<file path="src/rtl/mem_loader_pkg.sv">
// Shared types and constants for the streaming memory loader.
package mem_loader_pkg;

    typedef enum logic [2:0] {
        IDLE,
        LEN_HI,
        LEN_LO,
        WORD,
        WRITE,
        CSUM,
        DONE,
        ERR
    } mem_loader_state_t;

    localparam int HDR_BYTES  = 2;
    localparam int WORD_BYTES = 4;

    function automatic logic accepts_bytes(input mem_loader_state_t s);
        return (s == LEN_HI) || (s == LEN_LO) || (s == WORD) || (s == CSUM);
    endfunction

endpackage

</file>
<file path="src/rtl/mem_loader_assembler.sv">
// Big-endian byte-to-word assembler: shifts bytes in MSB first and flags the
// byte that completes a word so the caller can capture word in the same cycle.
module byte_word_assembler
    import mem_loader_pkg::*;
(
    input  logic                    clk,
    input  logic                    rst,
    input  logic [7:0]              data,
    input  logic                    take,
    output logic [WORD_BYTES*8-1:0] word,
    output logic                    word_valid
);

    localparam int CNT_W = $clog2(WORD_BYTES);
    localparam int SH_W  = (WORD_BYTES - 1) * 8;

    logic [CNT_W-1:0] count;
    logic [SH_W-1:0]  shift;

    always_ff @(posedge clk or posedge rst) begin
        if (rst) begin
            count <= '0;
            shift <= '0;
        end else if (take) begin
            count <= count + CNT_W'(1);
            shift <= {shift[SH_W-9:0], data};
        end
    end

    // The completing byte is appended combinationally so no extra cycle is spent.
    assign word       = {shift, data};
    assign word_valid = take && (count == CNT_W'(WORD_BYTES - 1));

endmodule

</file>
<file path="src/rtl/mem_loader.sv">
// Streaming program/data loader: length header, big-endian words, one write per
// word, core held until the image is complete. Optional MEM_LOADER_CHECKSUM_EN.
module mem_loader
    import mem_loader_pkg::*;
#(
    parameter logic [31:0] BASE_ADDR = 32'h0,
    parameter int unsigned ADDR_INCR = 4,
    parameter int unsigned MAX_WORDS = 1024
) (
    input  logic        clk,
    input  logic        rst,
    input  logic [7:0]  in_data,
    input  logic        in_valid,
    output logic        in_ready,
    output logic [31:0] mem_address,
    output logic [31:0] mem_write_data,
    output logic        mem_write,
    output logic        core_hold,
    output logic        done,
    output logic        error
);

    localparam int LEN_W = HDR_BYTES * 8;
    localparam logic [LEN_W:0] ONE = 1;
`ifdef MEM_LOADER_CHECKSUM_EN
    localparam mem_loader_state_t AFTER_IMAGE = CSUM;
`else
    localparam mem_loader_state_t AFTER_IMAGE = DONE;
`endif

    mem_loader_state_t state, state_n;
    logic              accept;
    logic [7:0]        len_hi;
    logic [LEN_W-1:0]  len, len_rx, idx;
    logic [LEN_W:0]    idx_inc;
    logic [31:0]       word, word_addr;
    logic              word_valid;
    logic              in_ready_n, mem_write_n, core_hold_n, done_n, error_n;
`ifdef MEM_LOADER_CHECKSUM_EN
    logic [7:0]        csum, csum_n;
    assign csum_n = csum + in_data;
`endif

    assign accept    = in_valid & in_ready;
    assign len_rx    = {len_hi, in_data};
    assign idx_inc   = {1'b0, idx} + ONE;
    assign word_addr = BASE_ADDR + 32'(idx) * ADDR_INCR;

    byte_word_assembler u_asm (
        .clk        (clk),
        .rst        (rst),
        .data       (in_data),
        .take       (accept && (state == WORD)),
        .word       (word),
        .word_valid (word_valid)
    );

    // Outputs are registered from the next state so they line up with state.
    always_ff @(posedge clk or posedge rst) begin
        if (rst) begin
            state     <= IDLE;
            in_ready  <= 1'b0;
            mem_write <= 1'b0;
            core_hold <= 1'b1;
            done      <= 1'b0;
            error     <= 1'b0;
        end else begin
            state     <= state_n;
            in_ready  <= in_ready_n;
            mem_write <= mem_write_n;
            core_hold <= core_hold_n;
            done      <= done_n;
            error     <= error_n;
        end
    end

    always_comb begin
        state_n = state;
        unique case (state)
            IDLE:   state_n = LEN_HI;
            LEN_HI: if (accept) state_n = LEN_LO;
            LEN_LO: begin
                if (accept) begin
                    if (32'(len_rx) > MAX_WORDS) state_n = ERR;
                    else if (len_rx == '0)       state_n = AFTER_IMAGE;
                    else                         state_n = WORD;
                end
            end
            WORD:   if (word_valid) state_n = WRITE;
            WRITE:  state_n = (idx_inc < {1'b0, len}) ? WORD : AFTER_IMAGE;
`ifdef MEM_LOADER_CHECKSUM_EN
            CSUM:   if (accept) state_n = (csum_n == 8'h00) ? DONE : ERR;
`endif
            DONE:   state_n = DONE;
            ERR:    state_n = ERR;
            default: state_n = state;
        endcase
    end

    always_comb begin
        in_ready_n  = accepts_bytes(state_n);
        mem_write_n = (state_n == WRITE);
        core_hold_n = (state_n != DONE);
        done_n      = (state_n == DONE);
        error_n     = (state_n == ERR);
    end

    always_ff @(posedge clk or posedge rst) begin
        if (rst) begin
            len_hi         <= '0;
            len            <= '0;
            idx            <= '0;
            mem_address    <= BASE_ADDR;
            mem_write_data <= '0;
`ifdef MEM_LOADER_CHECKSUM_EN
            csum           <= '0;
`endif
        end else begin
            if (accept && (state == LEN_HI)) len_hi <= in_data;
            if (accept && (state == LEN_LO)) len    <= len_rx;
            if (word_valid) begin
                mem_address    <= word_addr;
                mem_write_data <= word;
            end
            if (state == WRITE) idx <= idx + LEN_W'(1);
`ifdef MEM_LOADER_CHECKSUM_EN
            if (accept) csum <= csum_n;
`endif
        end
    end

endmodule

</file>
<file path="config.mk">
export PLATFORM = sky130hd
export DESIGN_NAME = mem_loader
export DESIGN_NICKNAME = d
export VERILOG_FILES = /design/src/rtl/mem_loader_pkg.sv /design/src/rtl/mem_loader_assembler.sv /design/src/rtl/mem_loader.sv
export SDC_FILE = /design/constraint.sdc
export NUM_CORES = 1
export LEC_CHECK = 0
export ABC_AREA = 1
export CORE_MARGIN = 3
export CORE_UTILIZATION = 30
export DETAILED_ROUTE_END_ITERATION = 7
export PLACE_DENSITY = 0.51
export SYNTH_ARGS = -nofsm -noshare
export SYNTH_HDL_FRONTEND = slang
export SYNTH_SLANG_ARGS = --single-unit
</file>
<file path="constraint.sdc">
create_clock -name clk -period 3.83 [get_ports clk]
set_clock_uncertainty 0.05 [all_clocks]
set_input_delay 0.766 -clock clk [delete_from_list [all_inputs] [get_ports clk]]
set_output_delay 0.766 -clock clk [all_outputs]
set_load 0.02 [all_outputs]
</file>
==> flow_summary.yaml, run 1 <==
setup_path:
  rr_worst_depth: 16
  start_kind: "flop"
  r2r_slack_ps: 1190
  rr_endpoint: "in_ready"
  critical_path_class: "flop to flop"
  arrival_ps: 2920
  crit_required_ps: 4110
  end_kind: "flop"
  reg2reg_from: "idx[0]"
  crit_path_max_fanout: 4
power_and_ir_drop:
  p_per_area_nw_per_um2: 421
  vdd_ir_drop_max_uv: 319
  fin_total_pwr_mw: 2.94
  p_leak_nw: 3.32
grt:
  grt_overflow: 0
  grt.total_usage_pct: 12.8
  grt_pass1_vias: 4172
  grt_antenna_before_repair: 0
  grt_pass1_wl_mm: 20.6
  grt_max_degree: 64
timing:
  finalSetupViolCount: 0
  finalCritPeriodShare_pct: 69.0
  slew_headroom_pct: 47.6
  final_hold_viol_count: 0
  fin_setup_tns_ps: 0
  fmax_mhz: 379
  worst_slew_pin_slew_ps: 784
  period_minus_slack_ps: 2640
  drv_slew: 0
  grt_setup_unrepaired: "false"
clock_tree:
  cts_buffers: 17
  clock_path_buffers: 2
  cts.clk_slew.worst_paths_ps: 60
  clk_latency_ps: 410
  cts_sinks: 122
  cts_root_buf: "clkbuf_16"
  h-tree-depth: 4
  cts_tree: "yes"
  ctsResizeCount: 0
  hold_buffers: 0
  post_cts_buffers: 0
synth:
  synth.distinct_cells: 33
  synth-edff-count: 0
  synth_top_area_share_pct: 54.1
  synthCells: 639
  syn_avg_cell_area_sq_um: 8.76
  synth.largest_area_cell: "dfrtp_1"
  synth_area_leaders: "dfrtp_1 (54%), nand2_1 (12%), o21ai_0 (6.1%), inv_1 (5.0%), ha_1 (3.8%)"
  ys_seq_elements: 122
  synth_area_sq_um: 5600
  async_reset_ff_share_pct: 100
  synth_ff_type: "dfrtp_1"
  ys_warn_count: 0
  ys_seq_area_share_pct: 54.6
floorplanning:
  dieArea_sq_um: 20300
  core-area_sq_um: 18100
  die_h_um: 143
  rows: 49
  io_pins: 80
  start_util_pct: 30.8
  die_w_um: 143
layout:
  multi_input_comb_area_sq_um: 2060
  syn2layout_area_growth_pct: 24.7
  regArea_sq_um: 3050
  finalNetCount: 731
  mostFrequentLayoutCells: "nand2_1 (186), dfrtp_1 (121), inv_1 (74)"
  final_common_cell: "nand2_1"
  final_cells: 945
  diodes: 0
  num-fill-cells: 1839
  design_area_sq_um: 6980
  fin_util_pct: 38.5
  drive_gt1_share_pct: 9.36
route:
  drt-initial-drc-count: 195
  dr_wl_met2_mm: 5.24
  wire_per_inst_um: 12.5
  wl_met1_mm: 5.83
  viasPerCell: 4.39
  drc: 0
  drt-total-wl_mm: 11.8
  ant_nets: 0
  met3_length_um: 562
  first_pass_iters: 5
  vias: 4145
  top_layer: "met4"
placement:
  hpwl_mm: 8.44
  place_inst: 913
  place_area_sq_um: 6390
  routabilityCongestion: 0.761
  portBuffers: 63
hold_path:
  holdPathStages: 2
  min_from: "u_asm.shift[16]"
  min_delay_worst_endpoint: "mem_write_data[24]"
  worstHoldPathType: "flop to flop"
job:
  drv_cap: 0
run_status:
  status: "completed"
-- per-layer routing --
| metal | global-route usage, % | vias up |
|---|---|---|
| met4 | 4.65 | 0 |
| li1 | - | 2110 |
| met1 | 17.6 | 1943 |
| met5 | 0 | - |
| met2 | 19.3 | 79 |
| met3 | 3.49 | 13 |
-- critical path: stages (launching register included) --
cell,delay (ps)
dfrtp_1,410
ha_1,200
nand2_1,90
nor2_4,190
nand3_2,140
nor2_2,110
xor2_1,200
ha_1,290
nand2_1,70
nand2_1,40
a21oi_1,110
o21ai_1,70
nor2_1,190
nand2_2,100
nand2_2,70
nand3_1,70
nor2_1,150
-- layout make-up --
class / instances / area share [%]
flip-flops and latches: 122 / 43.8
multi-input cells: 414 / 29.6
repair buffers: 68 / 9.75
clock buffers: 18 / 6.15
inverters: 80 / 4.36
well taps: 229 / 4.11
clock inverters: 14 / 2.30
-- worst max path at each step --
stage / to / slack (ps) / cells after the start / startpoint
2_1_floorplan: error / 1510 / 17 / idx[0]
3_3_place_gp: error / 1140 / 9 / in_valid
3_5_place_dp: error / 1090 / 9 / in_valid
4_1_cts: in_ready / 1160 / 16 / idx[0]
5_1_grt: done / 880 / 15 / idx[0]
6_report: in_ready / 1190 / 16 / idx[0]
-- cell families after synthesis --
group / synth area share [%]
AOI/OAI and AO/OA: 10.5
xor gates and xnor gates: 2.01
adders and majority gates: 3.80
buffers and inverters: 9.81
DFF: 54.6
muxes: 0.201
other: 0.0670
and+or+nand+nor: 19.0
-- stage by stage --
step | hold WS [ps] | setup slack (ps)
finish | 426 | 1190
global route | 453 | 880
CTS | 435 | 1160
detailed placement | 416 | 1090
global placement | 411 | 1140
floorplan | 392 | 1510
-- state kept, by name, summed over array words and instances, names as in the netlist, 2 cells and up --
register / flops
mem_address: 16
len: 16
mem_write_data: 32
u_asm.shift: 24
len_hi: 8
idx: 16
u_asm.count: 2
state: 3
-- synthesized netlist by cell type, types with 8 or more instances --
library cell / n
nand2_1: 186
xor2_1: 10
nand2_2: 8
nor2_1: 31
buf_4: 17
inv_1: 75
o21ai_0: 68
ha_1: 17
clkbuf_1: 9
o21ai_1: 35
nand3_1: 11
dfrtp_1: 121
-- report_power, final --
| part | switching, mW | internal (mW) |
|---|---|---|
| Clock | 0.614 | 0.973 |
| Sequential | 0 | 1.29 |
| Combinational | 0.0509 | 0.0132 |
| Total | 0.665 | 2.28 |
(Power assumes the default switching activity.)
==> inputs of run 2 (changes only) <==
==> constraint.sdc (replaced) <==
create_clock -name clk -period 2.4 [get_ports clk]
set_clock_uncertainty 0.05 [all_clocks]
set_input_delay 0.48 -clock clk [delete_from_list [all_inputs] [get_ports clk]]
set_output_delay 0.48 -clock clk [all_outputs]
set_load 0.02 [all_outputs]
==> flow_summary.yaml, run 2 (synthesis results as in run 1) <==
run_status:
  status: "finished with violations"
  violations: "negative setup slack"
clock_tree:
  cts_sinks: 122
  cts_root_buf: "clkbuf_16"
  hold_buffers: 0
  clock_path_buffers: 2
  cts_tree: "yes"
  cts.clk_slew.worst_paths_ps: 60
  cts_buffers: 17
  clk_latency_ps: 420
  h-tree-depth: 4
route:
  viasPerCell: 4.40
  drc: 0
  drt-initial-drc-count: 226
  ant_nets: 0
  drt-total-wl_mm: 12.1
  vias: 4201
  first_pass_iters: 4
  wire_per_inst_um: 12.6
layout:
  diodes: 0
  reg_top3: "mem_write_data (32), u_asm.shift (24)"
  design_area_sq_um: 7240
  final_cells: 955
  mostFrequentLayoutCells: "nand2_1 (184), dfrtp_1 (118), inv_1 (74)"
  syn2layout_area_growth_pct: 29.4
  final_common_cell: "nand2_1"
  drive_gt1_share_pct: 13.8
  largest_register_ffs: 32
  num-fill-cells: 1808
  top_register: "mem_write_data"
  finalNetCount: 743
setup_path:
  rr_endpoint: "core_hold"
  reg2reg_from: "idx[9]"
  end_kind: "flop"
  crit_required_ps: 2690
  crit_path_max_fanout: 4
  rr_worst_depth: 15
  arrival_ps: 2720
  critical_path_class: "flop to flop"
  r2r_slack_ps: -30
  start_kind: "flop"
power_and_ir_drop:
  internal_power_mw: 3.76
  p_leak_nw: 3.38
  p_seq_share_pct: 43.3
  p_per_area_nw_per_um2: 656
  p_sw_uw: 995
  pwr-share-comb_pct: 2.1
  vdd_ir_drop_max_uv: 551
  swShare_pct: 20.9
  p_clk_share_pct: 54.6
placement:
  portBuffers: 63
  place_area_sq_um: 6470
  place_inst: 922
  hpwl_mm: 8.49
  routabilityCongestion: 0.817
floorplanning:
  core-area_sq_um: 18100
  start_util_pct: 30.8
  rows: 49
  die_h_um: 143
  dieArea_sq_um: 20300
  die_w_um: 143
  io_pins: 80
hold_path:
  min_delay_worst_endpoint: "mem_write_data[26]"
  worstHoldPathType: "flop to flop"
  min_from: "u_asm.shift[18]"
  holdPathStages: 2
timing:
  final_hold_viol_count: 0
  fin_ws_ps: -34.6
  period_minus_slack_ps: 2430
  grt_setup_unrepaired: "true"
  fmax_mhz: 411
  finalCritPeriodShare_pct: 101
  finalSetupViolCount: 3
  drv_slew: 0
  fin_setup_tns_ps: -68.6
grt:
  grt_pass1_wl_mm: 20.5
  grt_pass1_vias: 4220
  grt.total_usage_pct: 12.6
  grt_antenna_before_repair: 0
  grt_overflow: 0
  grt_max_degree: 91
job:
  drv_cap: 0
run 2: cell types whose count changed in the layout (fill, tap and decap cells not counted), moves of 4 or more:
cell,delta
buf_4,+8
xor2_1,-7
xor2_2,+7
inv_6,-4
run 2: power by group through the flow:
stage / Clock, mW / Sequential (mW) / Combinational [mW]
2_1_floorplan: 0 / 2.10 / 0.0783
3_3_place_gp: 0 / 2.09 / 0.103
3_5_place_dp: 0 / 2.09 / 0.104
4_1_cts: 2.66 / 2.06 / 0.104
5_1_grt: 2.74 / 2.06 / 0.115
6_report: 2.59 / 2.06 / 0.100
run 2: area by class of cell:
class                   instances  area (sq um)  share of cell area, %
flip-flops and latches        122          3060                   42.2
multi-input cells             414          2200                   30.4
repair buffers                 80           795                   11.0
clock buffers                  20           457                   6.31
inverters                      80           304                   4.20
well taps                     229           287                   3.96
clock inverters                10           144                   1.99
run 2: metrics by stage:
step / worst slack, ps / hold slack (ps) / power, mW / util, %
global route: -259 / 456 / 4.92 / 39.9
finish: -34.6 / 415 / 4.75 / 39.9
global placement: 5.89 / 403 / 2.20 / 35.6
detailed placement: -107 / 403 / 2.20 / 35.6
floorplan: 79.7 / 392 / 2.17 / -
CTS: -53.9 / 416 / 4.82 / 39.2
run 2: how the worst max path moves through the flow:
stage / cells past startpoint / slack (ps) / start / end
after floorplan: 17 / 80 / idx[0] / error
after global placement: 17 / 6 / idx[0] / error
after detailed placement: 17 / -110 / idx[0] / error
after CTS: 17 / -50 / idx[1] / error
after global routing: 17 / -260 / idx[0] / error
final: 15 / -30 / idx[9] / core_hold
run 2: routing by layer:
metal,up-vias,part of all wire (%),track usage (%)
met2,84,47,19.7
met3,17,4.4,3.46
li1,2124,-,-
met5,-,0,0
met4,0,1.7,4.95
met1,1976,47,16.6
run 2: repair_timing:
action	4_1_cts	5_1_grt
setup endpoints to repair	5	6
pin swaps	11	12
buffers inserted	4	0
gates resized for setup	4	27
run 2: critical path, stage by stage, from the launching register on:
cell     delay, ps
dfrtp_1        390
nand2_1        130
nor2_1         220
nand3_2        160
buf_6          150
xor2_2         150
ha_1           300
nand2_1         60
nor2_1          90
nand4_1         80
nor2_1         150
nand2_2        100
nand2_2        100
nand2_2         60
nand2_2         90
nand2_1         80
==> inputs of run 3 (changes only) <==
--- a/config.mk
+++ b/config.mk
@@ -9,7 +9,10 @@
 export CORE_MARGIN = 3
 export CORE_UTILIZATION = 30
 export DETAILED_ROUTE_END_ITERATION = 7
+export GPL_TIMING_DRIVEN = 0
+export MAX_ROUTING_LAYER = met4
 export PLACE_DENSITY = 0.51
+export REMOVE_ABC_BUFFERS = 1
 export SYNTH_ARGS = -nofsm -noshare
 export SYNTH_HDL_FRONTEND = slang
 export SYNTH_SLANG_ARGS = --single-unit
==> flow_summary.yaml, run 3 (synthesis results as in run 1) <==
grt:
  grt.total_usage_pct: 12.8
  grt_pass1_wl_mm: 20.1
  grt_pass1_vias: 4040
  grt_max_degree: 67
  grt_overflow: 0
  grt_antenna_before_repair: 0
layout:
  final_common_cell: "nand2_1"
  syn2layout_area_growth_pct: 26.7
  mostFrequentLayoutCells: "nand2_1 (184), dfrtp_1 (121), inv_1 (73)"
  top_register: "mem_write_data"
  reg_top3: "mem_write_data (32), u_asm.shift (24)"
  fin_util_pct: 39.1
  drive_gt1_share_pct: 11.1
  largest_register_ffs: 32
  finalNetCount: 740
  diodes: 0
power_and_ir_drop:
  p_leak_nw: 3.39
  internal_power_mw: 3.68
  p_clk_share_pct: 53.2
  fin_total_pwr_mw: 4.61
  swShare_pct: 20.3
  vdd_ir_drop_max_uv: 417
  p_sw_uw: 938
  pwr-share-comb_pct: 2.2
  p_per_area_nw_per_um2: 650
  p_seq_share_pct: 44.6
timing:
  fmax_mhz: 400
  slew_headroom_pct: 28.1
  finalSetupViolCount: 5
  finalCritPeriodShare_pct: 104
  fin_setup_tns_ps: -306
  grt_setup_unrepaired: "true"
  worst_slew_pin_slew_ps: 1080
  final_hold_viol_count: 0
  period_minus_slack_ps: 2500
  drv_slew: 0
  fin_ws_ps: -99.7
route:
  vias: 4156
  viasPerCell: 4.37
  top_layer: "met4"
  drc: 0
  dr_wl_met2_mm: 5.60
  met3_length_um: 530
  wl_met1_mm: 5.88
  ant_nets: 0
  wire_per_inst_um: 12.7
  first_pass_iters: 4
  drt-initial-drc-count: 228
  drt-total-wl_mm: 12.1
clock_tree:
  cts_sinks: 122
  clk_latency_ps: 410
  cts_buffers: 17
  cts_root_buf: "clkbuf_16"
  cts.clk_slew.worst_paths_ps: 50
  cts_tree: "yes"
  hold_buffers: 0
  clock_path_buffers: 2
  h-tree-depth: 4
floorplanning:
  io_pins: 80
  dieArea_sq_um: 20300
  core-area_sq_um: 18100
  die_h_um: 143
  start_util_pct: 30.8
  rows: 49
  die_w_um: 143
setup_path:
  cpMaxStageDelayCell: "dfrtp_1"
  crit_family: "simple AND/OR/NAND/NOR gates"
  start_kind: "flop"
  cpMostUsedCell: "nand2_2"
  end_kind: "flop"
  slowest_delay_ps: 380
  crit_path_max_fanout: 3
  crit_required_ps: 2660
  arrival_ps: 2760
  cp_num_buf_inv: 1
  crit_chain: "ha_2, nand2_2, nor2_4, nand3_2, nor2_2, xor2_1, ha_1, nand2_1, nand2_1, a21oi_1, o21ai_1, nor2_2, nand2_2, nand2_4, nand2_4, nand2_2, inv_2"
  critical_path_class: "flop to flop"
placement:
  portBuffers: 63
  routabilityCongestion: 0.801
  hpwl_mm: 8.44
run_status:
  status: "finished with violations"
  violations: "negative setup slack"
job:
  drv_cap: 0
hold_path:
  worstHoldPathType: "flop to flop"
## run 3: changes by cell type in the layout (fill, tap and decap cells not counted), sizes merged
cell,before,now
inv,80,79
bufinv,3,2
buf,17,14
clkinv,3,5
clkinvlp,4,1
clkbuf,20,23
## run 3: per-stage QoR
step	area [sq um]	std cells	hold WS (ps)	setup slack, ps
final	7090	952	412	-99.7
after global routing	7090	952	441	-248
after CTS	7050	950	416	-168
after detailed placement	6390	910	402	-485
after global placement	6320	908	402	-3100
after floorplan	5410	616	392	-1370
## run 3: cell type report
class	count	area, sq um
Sequential cell	122	3050
Inverter	80	309
Timing Repair Buffer	77	776
Clock buffer	23	478
Multi-Input combinational cell	414	2100
Fill cell	1789	11100
Tap cell	229	287
Clock inverter	7	92.6
## run 3: routing by layer
layer | up-vias | global-route usage [%]
met2 | 89 | 19.6
met4 | 0 | 3.65
met5 | - | -
li1 | 2111 | -
met1 | 1947 | 16.6
met3 | 9 | 3.83
## run 3: worst reg2reg max path, stage by stage, from the launching register on
cell and delay (ps):
dfrtp_1 380, ha_2 200, nand2_2 70, nor2_4 150, nand3_2 100, nor2_2 130
xor2_1 200, ha_1 280, nand2_1 70, nand2_1 60, a21oi_1 120, o21ai_1 90
nor2_2 170, nand2_2 100, nand2_4 90, nand2_4 70, nand2_2 60, inv_2 30
## run 3: worst paths after layout
path	from	endpoint	slack (ps)	depth (start not counted)
setup / recovery	idx[0]	error	-100	17
hold / removal	u_asm.shift[17]	mem_write_data[25]	410	2
setup reg to reg	idx[0]	error	-100	17
hold reg to reg	u_asm.shift[17]	mem_write_data[25]	410	2
max in group asynchronous	rst	core_hold	1090	3
min in group asynchronous	rst	mem_write_data[28]	460	2
## run 3: timing repair
| item | in CTS | in global routing |
|---|---|---|
| pin swaps | 9 | 10 |
| setup buffers | 10 | 2 |
| gates resized for setup | 4 | 6 |
| setup endpoints to repair | 7 | 15 |
## run 3: power by group through the flow
stage                     registers [mW]  logic (mW)  clock network [mW]
after detailed placement            2.09       0.103                   0
after floorplan                     2.09      0.0578                   0
final                               2.06      0.0995                2.46
after global placement              2.10      0.0944                   0
after CTS                           2.06       0.103                2.52
after global routing                2.06       0.113                2.63
